===== config.mk =====
export PLATFORM = sky130hd
export DESIGN_NAME = lim_dec_timer
export DESIGN_NICKNAME = d
export VERILOG_FILES = /design/src/rtl/lim_dec_timer.sv
export SDC_FILE = /design/constraint.sdc
export NUM_CORES = 1
export LEC_CHECK = 0
export CAP_MARGIN = 20
export CELL_PAD_IN_SITES_DETAIL_PLACEMENT = 0
export CELL_PAD_IN_SITES_GLOBAL_PLACEMENT = 1
export CORE_MARGIN = 3
export CORE_UTILIZATION = 29
export CTS_CLUSTER_DIAMETER = 30
export CTS_CLUSTER_SIZE = 10
export DETAILED_ROUTE_END_ITERATION = 6
export PLACE_DENSITY_LB_ADDON = 0.1
export SYNTH_ARGS = -nofsm -noshare
export SYNTH_HDL_FRONTEND = slang
export SYNTH_SLANG_ARGS = --single-unit

===== constraint.sdc =====
create_clock -name clk -period 1.56 [get_ports clk]
set_input_delay 0.312 -clock clk [delete_from_list [all_inputs] [get_ports clk]]
set_output_delay 0.312 -clock clk [all_outputs]
set_load 0.02 [all_outputs]

===== src/rtl/lim_dec_timer.sv =====
// lim_dec_timer: two-digit base-L countdown timer with load/start/stop control and expiry pulse
// Ports: clk, reset (async active-low); load with preset_hi/preset_lo (clamped to L-1);
// start/stop run control; tick count strobe; digit_hi/digit_lo, running, done all registered.
module lim_dec_timer #(
  parameter int L = 10
) (
  input  logic       clk,
  input  logic       reset,
  input  logic       load,
  input  logic [3:0] preset_hi,
  input  logic [3:0] preset_lo,
  input  logic       start,
  input  logic       stop,
  input  logic       tick,
  output logic [3:0] digit_hi,
  output logic [3:0] digit_lo,
  output logic       running,
  output logic       done
);
  typedef enum logic [1:0] {IDLE, RUN, PAUSE, EXPIRED} state_t;
  localparam logic [3:0] MAX = 4'(L - 1);
  state_t state, state_nx;
  logic [3:0] hi_nx, lo_nx, clamp_hi, clamp_lo, dec_hi, dec_lo;
  logic done_nx, go;
  assign clamp_hi = {1'b0, preset_hi} >= 5'(L) ? MAX : preset_hi;
  assign clamp_lo = {1'b0, preset_lo} >= 5'(L) ? MAX : preset_lo;
  assign dec_lo   = digit_lo == 4'd0 ? MAX : digit_lo - 4'd1;
  assign dec_hi   = digit_lo == 4'd0 ? digit_hi - 4'd1 : digit_hi;
  // stop outranks start wherever both could act
  assign go       = start && !stop;
  always_comb begin
    state_nx = state;
    hi_nx    = digit_hi;
    lo_nx    = digit_lo;
    done_nx  = 1'b0;
    if (load) begin
      state_nx = IDLE;
      hi_nx    = clamp_hi;
      lo_nx    = clamp_lo;
    end else begin
      case (state)
        IDLE:    if (go && (digit_hi != 4'd0 || digit_lo != 4'd0)) state_nx = RUN;
        RUN:
          if (stop) state_nx = PAUSE;
          else if (tick) begin
            hi_nx = dec_hi;
            lo_nx = dec_lo;
            // 01 is the only count whose decrement lands on 00
            if (digit_hi == 4'd0 && digit_lo == 4'd1) begin
              state_nx = EXPIRED;
              done_nx  = 1'b1;
            end
          end
        PAUSE:   if (go) state_nx = RUN;
        EXPIRED: if (go) state_nx = IDLE;
      endcase
    end
  end
  always_ff @(posedge clk or negedge reset) begin
    if (!reset) begin
      state    <= IDLE;
      digit_hi <= 4'd0;
      digit_lo <= 4'd0;
      running  <= 1'b0;
      done     <= 1'b0;
    end else begin
      state    <= state_nx;
      digit_hi <= hi_nx;
      digit_lo <= lo_nx;
      running  <= state_nx == RUN;
      done     <= done_nx;
    end
  end
endmodule


# After elaboration in Yosys (flattened, before gate mapping)
# Cells that the tools add are included.
# totals
register_bits,12
latchBits,0
ram_bits,0
romBits,0
inputBits,14
out_inout_bits,10
elab_cells,55
n_memories,0
# op_classes
n_addsub,2
multipliers,0
div_mod_pow,0
n_lt_le_gt_ge,2
n_eq_ne,6
n_shift,0
muxes,25
bitwise_logic,0
n_reduce_logical,15
# op_table
op,n
$mux W4,12
$mux W2,7
$ge A4 B4 Y1 const B,2
$logic_not A4 Y1,2
$pmux W2 S4,1
$reduce_bool A4 Y1,2
$sub A4 B1 Y4 const B,2
$reduce_bool A2 Y1,3
$mux W1,5
$eq A2 B1 Y1 const B,2
$eq A2 B2 Y1 const B,2
$eq A4 B1 Y1 const B,1
$reduce_and A4 Y1,1
$logic_and A1 B1 Y1,3
$reduce_and A3 Y1,1
$logic_not A2 Y1,1
$ne A2 B2 Y1 const B,1
$logic_not A1 Y1,1
$logic_or A1 B1 Y1,1

# Logic depth before layout (Yosys ltp)
# Gate-level depths: netlist (run 1).
# depth
depth_word,8
mapped_depth,5
mapped_depth_nobuf,4

# Least setup slack after synthesis (run 1)
# OpenSTA, ideal clock, no wires.
# synth_timing
path_kind,reg-to-reg
from,register digit_lo[1]
to,register digit_hi[3]
setup_time_ns,0.082
arrival_time_ns,1.668
required_ns,1.478
setup_slack_ns,-0.190
path_stages_with_launch,4
path_buffers,0
synth_period_minus_slack_ns,1.750
path_cell_list,dfrtp_1 -> or4_4 -> or4_1 -> a31oi_1
# synth_via
elab_chain_cells,3
# synth_lines
item,line,rtl
from (decl),16,"output logic [3:0] digit_lo,"
from (signal assigned),69,digit_lo <= lo_nx;
$logic_not A4 Y1,28,assign dec_hi = digit_lo == 4'd0 ? digit_hi - 4'd1 : digit_hi;
$reduce_bool A2 Y1 (no line),-,
$reduce_and A4 Y1 (no line),-,
to (signal assigned),68,digit_hi <= hi_nx;
to (decl),15,"output logic [3:0] digit_hi,"
# No other way between the ends.
# A chain may end at the register's enable or synchronous reset.

# Final worst setup path (run 1)
# layout_timing
from,input port stop
to,register digit_hi[3]
# layout_via
elab_chain_cells,2
# layout_lines
item,line,rtl
from (decl),13,"input logic stop,"
$ne A2 B2 Y1 (no line),-,
$reduce_and A4 Y1 (no line),-,
# No other way between the ends.

==> reports/results.tsv, run 1 <==
metric	value	unit
Initial Util	32.1	%
Worst Setup SP	stop	
CP Cell Sequence	clkdlybuf4s50_1 -> nand4bb_2 -> or4_1 -> a31oi_1	
n_diodes	0	
RSZ-0062 raised after global routing	true	
minimum clock period	1.57	ns
largest net degree at the start of global routing	13	
Final nets	137	
power density over the cells	693	nW/um^2
CTS sink cnt	12	
crit-path max cell delay	0.54	ns
TritonCTS clock tree	built	
Max Used Layer	met4	
GRT Total Usage	14.4	%
Syn Std Cell Area	752	sq um
Peak VDD IR	0.565	mV
Routed WL per cell	14.7	microns
WL met2	1040	microns
Pre-antenna DRT Iters	4	
worst hold path type	in -> async	
hold_ws	0.336	ns
DP HPWL	1620	microns
worst slew pin tran	0.331	ns
I/O Pins	24	
Placed Cells	144	
DRT Wirelength	2180	microns
R2R Setup Slk	-0.01	ns
violated checks	setup timing	
number of global-route vias before repair	820	
worst slew margin relative to its limit	77.7	%
# rows	17	
CTS Hold Bufs	0	
Clk Latency, worst-skew pair	0.27	ns
chip height	56.9	microns
Leakage	0.487	nW
worst reg2reg startpoint	digit_lo[1]$_DFFE_PN0P_	
CTS root buffer	clkbuf_4	
Mapped Avg Cell Area	9.06	sq um
design area	1170	sq um
max-cap violations	0	
Fin. Hold Viols	0	
worst setup margin	-0.0107	ns
detailed router's first-iteration violation count	16	
Worst Setup End Kind	flip-flop	
global route overflow	0	
Area Growth Syn to Fin	56.1	%
wl on met1	999	microns
outcome	finished, violations left	
fmax	637	MHz
Residual DRC	0	
Post-synth EDFFs	0	
Synthesized Nets	99	
Seq/Total Area, Yosys	39.9	%
Final Max Tran Viols	0	
Syn Inst Count	83	
crit start category	primary input	
CTS Buf Count	3	
first-pass GRT wire length	3670	microns
Reg-to-Reg End	digit_hi[3]$_DFFE_PN0P_	
GPL Wtd Cong	0.728	
Die ar.	3240	sq um
vias	820	
crit share post-route	101	%
Seq cells post-synth	12	
Setup Buffers After CTS	0	
Avg Vias per Cell	5.54	
CP max-delay cell	or4_1	
final setup violation count	1	
final non-filler cell total	148	
Worst-path clk slew	0.08	ns
Worst Path Max Fanout	4	
Synth async-reset ratio	100	%
reg2reg path depth	3	
sequential cell area	303	sq um
yosys warns	0	
multi-input logic area	443	sq um
post-CTS sizing	8	
Worst EP required	1.76	ns
share of cells above drive strength 1	22.5	%
kind of critical path	in -> reg	
main flop type after synthesis	dfrtp_1	
crit path DAT	1.77	ns
Final Util	50.2	%
area of the core	2340	sq um
ANT nets after route	0	
skew final	0.00292	ns
port buffer count	23	
H-tree Lvls	1	
placed inst area	1110	sq um
WL met3	119	microns
Max clock buf depth	2	
initial antenna violation count	0	
DIE WIDTH	56.9	microns
FILL cells	241	
Cell variety after synth	38	
through the flow:
stage | TNS, ns | setup slack (ns) | total power, W
6_report | -0.0107 | -0.0107 | 0.000813
5_1_grt | -0.137 | -0.0823 | 0.000867
4_1_cts | -0.0199 | -0.0199 | 0.000803
3_5_place_dp | -1.37 | -0.256 | 0.000610
3_3_place_gp | -1.19 | -0.209 | 0.000609
2_1_floorplan | -0.154 | -0.0673 | 0.000471
where the power goes:
part	switching, W	internal (W)	leakage [nW]
Combinational	0.000132	0.000122	0.327
Clock	0.000105	0.0000992	0.0150
Sequential	0.0000205	0.000334	0.146
cells in the mapped netlist (all sizes together), types with 2 or more instances:
library cell,count,area share (%)
o311ai,2,2.3
o31a,2,2.3
nand2,3,1.5
clkbuf,5,2.5
o21ai,5,3.3
nand4,2,1.7
ha,2,3.3
inv,7,3.5
nor3,2,1.3
nor4,2,1.7
a21oi,3,2.0
nand3b,2,2.0
or4,3,3.5
nor2,5,2.5
and3,2,1.7
a31oi,5,4.2
dfrtp,12,40
worst max path at each step:
stage                                    to  slack [ns]  cells after the start
finish              digit_hi[3]$_DFFE_PN0P_       -0.01                      4
global route        digit_hi[3]$_DFFE_PN0P_       -0.08                      3
CTS                 digit_hi[3]$_DFFE_PN0P_       -0.02                      3
detailed placement  digit_hi[3]$_DFFE_PN0P_       -0.26                      4
global placement    digit_hi[3]$_DFFE_PN0P_       -0.21                      4
floorplan           digit_hi[3]$_DFFE_PN0P_       -0.07                      3
cells by family (layout without fill, tap and decap cells):
family,after synthesis,in the layout,share of synthesized area [%]
simple gates,30,30,26.0
compound gates,24,24,21.8
buf+inv,13,50,6.49
flops,12,12,39.9
fa+ha+maj,2,2,3.33
xor+xnor,1,1,1.16
mux,1,1,1.33
per-layer routing:
metal | up-vias | track usage [%]
met5 | - | 0
met4 | 0 | 2.98
met3 | 6 | 5.52
met2 | 31 | 22.0
met1 | 390 | 19.4
li1 | 393 | -
cells in the final DEF (no fill, tap or decap), types with 2 or more instances in the layout:
cell,n
clkdlybuf4s50_1,15
buf_4,14
dfrtp_1,10
dlygate4sd2_1,8
inv_1,7
nor2_1,5
o21ai_0,5
a31oi_1,5
nand2_1,3
a21oi_1,3
clkbuf_4,3
and3_1,2
nand4_1,2
nor3_1,2
or4_1,2
nand3b_1,2
o31a_1,2
ha_1,2
dfrtp_2,2
flip-flops by register name, summed over array words and instances, names as in the netlist:
register,count
state,2
running,1
digit_hi,4
digit_lo,4
done,1
critical path, delay by kind of cell:
family | cells | cell delay, ns
AO/OA/AOI/OAI | 1 | 0.13
buffers and inverters | 1 | 0.45
AND/OR/NAND/NOR | 2 | 0.87
final cells by class:
class | count | area share [%]
sequential | 12 | 25.8
multi-input combinational | 58 | 37.7
inverter | 8 | 2.56
tap | 28 | 2.99
timing repair buffer | 38 | 28.7
clock buffer | 4 | 2.24
Note: power is estimated with default switching activity, not from simulation.
==> run 2: changes to the inputs <==
CTS_CLUSTER_DIAMETER = not set   (was 30)
PLACE_DENSITY = 0.69   (was not set)
PLACE_DENSITY_LB_ADDON = not set   (was 0.1)
==> run 2 against run 1 <==
Against the previous run: the flow still finishes with violations (setup timing); register-to-register slack lost 0.03 ns; worst setup slack lost 0.027 ns; total power shrank 1.6%; wire length grew 0.14%; critical path depth shrank 1; largest power group unchanged; non-clock buffer count shrank 3; via count shrank 2.9%; sequential power is essentially flat; flip-flop and latch count is the same; core utilization shrank 1.7 points; hold slack gained 0.0093 ns; critical path type is now reg -> reg.
==> reports/results.tsv, run 2 (same netlist as run 1, synthesis figures left out) <==
metric	value	unit	change
outcome	finished, violations left		
violated checks	setup timing		
I/O Pins	24		unchanged
Leakage	0.467	nW	-4.2%
max-cap violations	0		unchanged
minimum clock period	1.60	ns	+0.0272 ns
CP Depth	3		-1
Worst Path Max Fanout	3		-1
fmax	626	MHz	-1.7%
CP Cell Sequence	or4_4 -> or4_1 -> a31oi_1		
GRT Total Usage	14.0	%	-0.46 points
initial antenna violation count	0		unchanged
worst setup path end	digit_hi[3]$_DFFE_PN0P_		
ANT nets after route	0		unchanged
Fin. Hold Viols	0		unchanged
Final Util	48.4	%	-1.7 points
commonest non-fill, non-tap cell in the layout	clkdlybuf4s50_1		
crit share post-route	102	%	+1.7 points
CTS Buf Count	3		unchanged
Worst-path clk slew	0.09	ns	about the same
Area Growth Syn to Fin	50.7	%	
power density over the cells	706	nW/um^2	+1.9%
CTS root buffer	clkbuf_4		
Worst Setup SP	digit_lo[1]$_DFFE_PN0P_		
WL met2	1050	microns	+0.96%
n_diodes	0		unchanged
R2R Setup Slk	-0.04	ns	-0.03 ns
reg2reg path depth	3		unchanged
first-pass GRT wire length	3590	microns	-2.2%
share of cells above drive strength 1	18.8	%	-3.7 points
RSZ-0062 raised after global routing	true		
Die ar.	3240	sq um	unchanged
DP HPWL	1670	microns	+2.9%
hold_ws	0.345	ns	+0.00928 ns
Final nets	134		-2.2%
largest net degree at the start of global routing	13		unchanged
wl on met1	997	microns	-0.20%
WL met3	117	microns	-1.7%
CTS Hold Bufs	0		unchanged
TritonCTS clock tree	built		
Reg-to-Reg End	digit_hi[3]$_DFFE_PN0P_		
crit-path max cell delay	0.55	ns	about the same
CTS sink cnt	12		unchanged
CP bufs+invs	0		-1
vias	796		-2.9%
chip height	56.9	microns	unchanged
Peak VDD IR	0.367	mV	-35%
Worst EP required	1.74	ns	-0.02 ns
global route overflow	0		unchanged
DRT Wirelength	2190	microns	+0.14%
post-route setup TNS	-0.0379	ns	-0.0272 ns
DIE WIDTH	56.9	microns	unchanged
Clk Latency, worst-skew pair	0.27	ns	about the same
CP top delay family	simple AND/OR/NAND/NOR gates		
detailed router's first-iteration violation count	16		unchanged
worst slack, placed	-0.203	ns	+0.0524 ns
most frequent cells in the layout	clkdlybuf4s50_1, buf_4, dfrtp_1, dlygate4sd2_1, inv_1		
final setup violation count	1		unchanged
Regs by FF count	digit_hi: 4 flops, digit_lo: 4 flops, state: 2 flops		
Initial Util	32.1	%	unchanged
overall power	0.000800	W	-1.6%
port buffer count	23		unchanged
FILL cells	255		+5.8%
Pre-antenna DRT Iters	4		unchanged
Avg Vias per Cell	5.49		-0.92%
area of the core	2340	sq um	unchanged
# rows	17		unchanged
Max Used Layer	met4		
Final Max Tran Viols	0		unchanged
worst reg2reg startpoint	digit_lo[1]$_DFFE_PN0P_		
number of global-route vias before repair	779		-5.0%
skew final	0.0116	ns	+0.00873 ns
GPL Wtd Cong	0.795		+9.3%
Residual DRC	0		unchanged
crit start category	flip-flop		
worst slew margin relative to its limit	75.7	%	-2.0 points
Max clock buf depth	2		unchanged
H-tree Lvls	1		unchanged
Setup Buffers After CTS	0		unchanged
CP max-delay cell	or4_4		
crit path DAT	1.78	ns	about the same
worst hold path type	in -> async		
kind of critical path	reg -> reg		
Worst Setup End Kind	flip-flop		
worst setup margin	-0.0379	ns	-0.0272 ns
worst slew pin tran	0.356	ns	+0.0250 ns
Routed WL per cell	15.1	microns	+2.2%
## run 2: what timing repair did
item | CTS | global route
pin swaps | 0 | 1
setup endpoints to repair | 9 | 6
gates resized for setup | 8 | 4
## run 2: worst min-delay path by stage
stage                                        from                 endpoint  depth (start not counted)
after detailed placement  digit_hi[3]$_DFFE_PN0P_  digit_hi[3]$_DFFE_PN0P_                          2
final                                       reset        running$_DFF_PN0_                          2
after CTS                                   reset        running$_DFF_PN0_                          2
after global placement    digit_hi[3]$_DFFE_PN0P_  digit_hi[3]$_DFFE_PN0P_                          2
after global routing                        reset  digit_lo[2]$_DFFE_PN0P_                          2
after floorplan                             reset  digit_hi[0]$_DFFE_PN0P_                          0
## run 2: area by class of cell
class	instances	area, sq um	share of cell area, %
Multi-Input combinational cell	58	429	37.9
Timing Repair Buffer	35	310	27.4
Sequential cell	12	303	26.7
Tap cell	28	35.0	3.09
Inverter	8	30.0	2.65
Clock buffer	4	26.3	2.32
## run 2: per-stage QoR
stage          instance area [sq um]  instances
6_report                        1130        145
3_5_place_dp                    1090        141
5_1_grt                         1130        145
4_1_cts                         1110        145
3_3_place_gp                    1090        141
2_1_floorplan                    754         83
## run 2: power breakdown
group          switching (W)  total, W  internal (W)
Sequential         0.0000215  0.000356      0.000334
Clock               0.000106  0.000204     0.0000988
Combinational       0.000126  0.000240      0.000113
## run 2: worst reg2reg max path, cell delays in order (launching register included)
cell,delay (ns)
dfrtp_2,0.41
or4_4,0.55
or4_1,0.41
a31oi_1,0.14
## run 2: metal layers
metal / track usage [%] / vias to the layer above
met1: 19.0 / 387
li1: - / 386
met5: 0 / -
met4: 3.97 / 0
met2: 22.3 / 21
met3: 2.76 / 2
